<file path="config.mk">
export PLATFORM = sky130hd
export DESIGN_NAME = mux_arb_n_flat
export DESIGN_NICKNAME = d
export VERILOG_FILES = /design/src/rtl/mux_arb_n_if.sv /design/src/rtl/mux_arb_n.sv /design/src/flat_wrapper.sv
export SDC_FILE = /design/constraint.sdc
export NUM_CORES = 1
export LEC_CHECK = 0
export ABC_AREA = 1
export CORE_ASPECT_RATIO = 1.5
export CORE_MARGIN = 2
export CORE_UTILIZATION = 35
export CTS_CLUSTER_DIAMETER = 60
export CTS_CLUSTER_SIZE = 8
export DETAILED_ROUTE_END_ITERATION = 8
export PLACE_DENSITY = 0.86
export SKIP_CTS_REPAIR_TIMING = 1
export SYNTH_ARGS = -nofsm -noshare
export SYNTH_HDL_FRONTEND = slang
export SYNTH_SLANG_ARGS = --single-unit
</file>
<file path="constraint.sdc">
create_clock -name clk -period 2.4 [get_ports clk]
set_clock_uncertainty 0.2 [all_clocks]
set_input_delay 0.36 -clock clk [delete_from_list [all_inputs] [get_ports clk]]
set_output_delay 0.36 -clock clk [all_outputs]
set_load 0.02 [all_outputs]
</file>
<file path="src/rtl/mux_arb_n_if.sv">
// Handshake bundle for mux_arb_n: N producer channels in, one registered consumer channel out.
// The arbiter sits on the slave modport; producers and the consumer drive the master side.
interface mux_arb_n_if #(
    parameter int unsigned WIDTH = 32,
    parameter int unsigned N     = 4
) ();
    localparam int unsigned SELW = $clog2(N);

    logic                 mode;
    logic [N-1:0]         in_valid;
    logic [N*WIDTH-1:0]   in_data;
    logic [N-1:0]         in_ready;
    logic                 out_valid;
    logic [WIDTH-1:0]     out_data;
    logic [SELW-1:0]      out_sel;
    logic                 out_ready;

    modport master (
        output mode, in_valid, in_data, out_ready,
        input  in_ready, out_valid, out_data, out_sel
    );

    modport slave (
        input  mode, in_valid, in_data, out_ready,
        output in_ready, out_valid, out_data, out_sel
    );
endinterface

</file>
<file path="src/rtl/mux_arb_n.sv">
// N-way arbitrating mux with a one-entry registered output stage.
// Fixed-priority (lowest index) or round-robin from a pointer that follows the last grant.
module mux_arb_n #(
    parameter int unsigned WIDTH = 32,
    parameter int unsigned N     = 4
) (
    input  logic            clk,
    input  logic            reset,
    mux_arb_n_if.slave      bus
);
    localparam int unsigned SELW = $clog2(N);

    logic [SELW-1:0]  r_ptr;
    logic [SELW-1:0]  r_sel;
    logic             r_valid;
    logic [WIDTH-1:0] r_data;

    logic             w_load;
    logic             w_fire;
    logic [SELW-1:0]  w_start;
    logic             w_hi_found;
    logic             w_lo_found;
    logic [SELW-1:0]  w_hi_idx;
    logic [SELW-1:0]  w_lo_idx;
    logic [SELW-1:0]  w_gidx;
    logic [SELW-1:0]  w_ptr_next;
    logic [N-1:0]     w_grant;
    logic [WIDTH-1:0] w_gdata;

    assign w_load  = ~r_valid | bus.out_ready;
    assign w_start = bus.mode ? r_ptr : '0;

    // Two scans: lowest requester at or above the start index, else lowest overall (the wrap).
    always_comb begin
        w_hi_found = 1'b0;
        w_hi_idx   = '0;
        w_lo_found = 1'b0;
        w_lo_idx   = '0;
        for (int i = int'(N) - 1; i >= 0; i--) begin
            if (bus.in_valid[i]) begin
                w_lo_found = 1'b1;
                w_lo_idx   = SELW'(i);
                if (SELW'(i) >= w_start) begin
                    w_hi_found = 1'b1;
                    w_hi_idx   = SELW'(i);
                end
            end
        end
    end

    assign w_gidx     = w_hi_found ? w_hi_idx : w_lo_idx;
    assign w_fire     = ~reset & w_load & w_lo_found;
    assign w_ptr_next = (w_gidx == SELW'(N - 1)) ? '0 : w_gidx + 1'b1;

    always_comb begin
        w_grant = '0;
        if (w_fire) begin
            w_grant[w_gidx] = 1'b1;
        end
    end

    always_comb begin
        w_gdata = '0;
        for (int i = 0; i < int'(N); i++) begin
            if (w_grant[i]) begin
                w_gdata = w_gdata | bus.in_data[i*WIDTH +: WIDTH];
            end
        end
    end

    always_ff @(posedge clk) begin
        if (reset) begin
            r_valid <= 1'b0;
            r_data  <= '0;
            r_sel   <= '0;
            r_ptr   <= '0;
        end else if (w_fire) begin
            r_valid <= 1'b1;
            r_data  <= w_gdata;
            r_sel   <= w_gidx;
            r_ptr   <= w_ptr_next;
        end else if (bus.out_ready) begin
            r_valid <= 1'b0;
        end
    end

    assign bus.in_ready  = w_grant;
    assign bus.out_valid = r_valid;
    assign bus.out_data  = r_data;
    assign bus.out_sel   = r_sel;
endmodule

</file>
<file path="src/flat_wrapper.sv">
// flat-port wrapper written by rule: the top's interface ports become plain ports
module mux_arb_n_flat 
#(
    parameter int unsigned WIDTH = 32,
    parameter int unsigned N     = 4
)
  (clk, reset, bus_mode, bus_in_valid, bus_in_data, bus_out_ready, bus_in_ready, bus_out_valid, bus_out_data, bus_out_sel);
  mux_arb_n_if #(.WIDTH(WIDTH), .N(N)) bus_i ();
  input  logic clk;
  input  logic reset;
  input wire logic [$bits(bus_i.mode)-1:0] bus_mode;
  input wire logic [$bits(bus_i.in_valid)-1:0] bus_in_valid;
  input wire logic [$bits(bus_i.in_data)-1:0] bus_in_data;
  input wire logic [$bits(bus_i.out_ready)-1:0] bus_out_ready;
  output wire logic [$bits(bus_i.in_ready)-1:0] bus_in_ready;
  output wire logic [$bits(bus_i.out_valid)-1:0] bus_out_valid;
  output wire logic [$bits(bus_i.out_data)-1:0] bus_out_data;
  output wire logic [$bits(bus_i.out_sel)-1:0] bus_out_sel;
  assign bus_i.mode = bus_mode;
  assign bus_i.in_valid = bus_in_valid;
  assign bus_i.in_data = bus_in_data;
  assign bus_i.out_ready = bus_out_ready;
  assign bus_in_ready = bus_i.in_ready;
  assign bus_out_valid = bus_i.out_valid;
  assign bus_out_data = bus_i.out_data;
  assign bus_out_sel = bus_i.out_sel;
  mux_arb_n #(.WIDTH(WIDTH), .N(N)) u_core (.clk(clk), .reset(reset), .bus(bus_i));
endmodule
</file>
==> results.py <==
metrics = {
    "setup_path": {
        "critPathCaptureType": "primary output",
        "crit_top_cell": "nand3_1",
        "path_cells": "nand3_1 > a21oi_2 > nand3_1 > nand2_2 > ha_2 > inv_1 > nor2_2 > buf_6",
        "startpoint_type": "register",
        "critical_path_arrival_ns": 1.69,
        "cpMaxStageDelayCell": "dfxtp_2",
        "cp.required_ns": 1.84,
        "cpPeakStageDelay_ns": 0.36,
        "critPathMaxFanout": 4,
        "worst-setup-path-type": "reg2out",
    },
    "sta": {
        "setup_viol": 0,
        "worst_slack_ns": 0.146,
        "drv_slew": 0,
        "worst_pin_slew_ns": 0.392,
        "fin_crit_ns": 2.25,
        "hold_viol_final": 0,
        "min_period_over_period_pct": 93.9,
        "fmax_ghz": 0.444,
        "relSlewSlack_pct": 73.9,
    },
    "synth": {
        "synth_seq_cells": 37,
        "ys_types": 20,
        "synth_top_area_share_pct": 30.3,
        "syn-mean-instance-area_um2": 6.08,
        "synth_area_mm2": 0.00244,
        "synth_nets": 542,
        "yosys.area.top_type": "dfxtp_1",
        "synth_warnings": 0,
        "syn_inst": 402,
        "ys_top_cells_by_area": "dfxtp_1 30%, nand2_1 27%, a22o_1 11%",
        "synth_seq_area_share_pct": 30.3,
    },
    "floorplanning": {
        "die_area_mm2": 0.00768,
        "die_width_um": 72.2,
        "placementRows": 37,
        "coreArea_mm2": 0.00681,
        "ios": 175,
        "die_y_um": 106,
        "start_util_pct": 35.9,
    },
    "layout": {
        "fin_area_mm2": 0.00446,
        "final_cell_mix": "170 x nand2_1, 165 x clkdlybuf4s50_1, 41 x inv_1",
        "drive_above_1_share_pct": 7.64,
        "final_cells": 654,
        "syn2layout_area_growth_pct": 82.4,
        "diodes": 0,
        "nets": 715,
        "final_common_cell": "nand2_1",
    },
    "clock_network": {
        "tritoncts": "done",
        "clk_pin_slew_ns": 0.07,
        "clock_latency_ns": 0.28,
        "cts.sinks": 37,
        "cts_buffers": 5,
        "cts_max_level": 2,
        "clockBufferDepth": 2,
        "ctsRootBufferMaster": "clkbuf_8",
    },
    "detailed_routing": {
        "vias_per_cell": 4.87,
        "firstDrtPassIters": 6,
        "drt_iter0_drc": 205,
        "wl_per_cell_um": 14.2,
        "vias": 3184,
        "drc": 0,
        "routed_wl_um": 9320,
        "ant_nets": 0,
    },
    "global_routing": {
        "grt_pass1_vias": 3052,
        "grt_max_degree": 40,
        "track_usage_pct": 23.7,
        "antenna_found_initial": 0,
        "grt.overflow.total": 0,
        "grt_first_pass_wirelength_um": 14400,
    },
    "flow_run": {
        "drv_cap": 0,
    },
    "placement": {
        "placed_cell_area_mm2": 0.00426,
        "dp.cells": 645,
        "gp_congestion": 0.822,
        "port_buffers": 174,
        "pre_cts_slack_ns": -0.657,
        "dp_hpwl_um": 7020,
    },
    "power": {
        "pwr_density_cell_mw_per_mm2": 529,
        "p_leak_nw": 2.13,
        "max-vdd-ir-drop_uv": 361,
    },
    "status": {
        "status": "finished clean",
    },
    "min_path": {
        "hp-class": "reg2reg",
    },
}
==> logic make-up (layout without fill, tap and decap cells) <==
group | Yosys count | in the layout | share of synthesized area [%]
adder cells (fa/ha/maj) | 4 | 4 | 2.05
AO/OA/AOI/OAI | 39 | 39 | 13.0
buffers and inverters | 68 | 242 | 12.1
flip-flops | 37 | 37 | 30.3
AND/OR/NAND/NOR | 254 | 254 | 42.5
==> power breakdown <==
part	internal, mW	total, mW	switching (mW)
logic	0.516	0.978	0.463
registers	0.702	0.747	0.0452
clock network	0.413	0.631	0.218
==> sequential cells by signal, indices dropped and copies added, names as in the netlist <==
name                  cells
u_core.r_ptr              2
u_core.bus.out_sel        2
u_core.bus.out_data      32
u_core.bus.out_valid      1
==> cells in the mapped netlist (all sizes together) <==
cell,instances
o21ai,2
ha,4
clkinv,1
dfxtp,37
a22o,32
buf,16
nor2,41
clkbuf,7
a21oi,4
inv,44
nand3,38
nand2,175
o21bai,1
==> layer usage <==
metal  share of wire, %  global-route usage (%)
met1                 37                    26.3
met2                 53                    43.9
met3                6.8                    3.41
met4                2.6                    9.03
met5                  0                       0
==> path summary, 6_finish.rpt <==
path	start	slack [ns]	endpoint	cells past startpoint
max	u_core.r_ptr[1]	0.15	bus_in_ready[2]	8
min	u_core.r_ptr[0]	0.28	u_core.r_ptr[0]	2
max reg2reg	u_core.r_ptr[1]	0.23	u_core.bus.out_data[14]	12
min reg2reg	u_core.r_ptr[0]	0.28	u_core.r_ptr[0]	2
==> worst max-delay path, delay by kind of cell, from the launching register on <==
family,cells,cell delay (ns)
simple gates,4,0.49
flops,1,0.36
fa+ha+maj,1,0.20
buf+inv,2,0.19
compound gates,1,0.17
==> layout make-up <==
| type | instances | area, µm² |
|---|---|---|
| Inverter | 45 | 169 |
| Fill cell | 611 | 2350 |
| Clock buffer | 5 | 68.8 |
| Multi-Input combinational cell | 297 | 1440 |
| Sequential cell | 37 | 743 |
| Clock inverter | 3 | 65.1 |
| Tap cell | 78 | 97.6 |
| Timing Repair Buffer | 189 | 1880 |
==> stage by stage <==
stage	utilization, %	total power [mW]	hold slack [ns]	setup TNS, ns
finish	65.5	2.36	0.282	0
global route	65.5	2.49	0.302	-0.00153
CTS	64.6	2.36	0.299	-4.89
detailed placement	62.6	1.72	0.289	-14.62
global placement	62.6	1.70	0.267	-10.24
floorplan	-	1.22	0.229	0
Note: power is estimated with default switching activity, not from simulation.
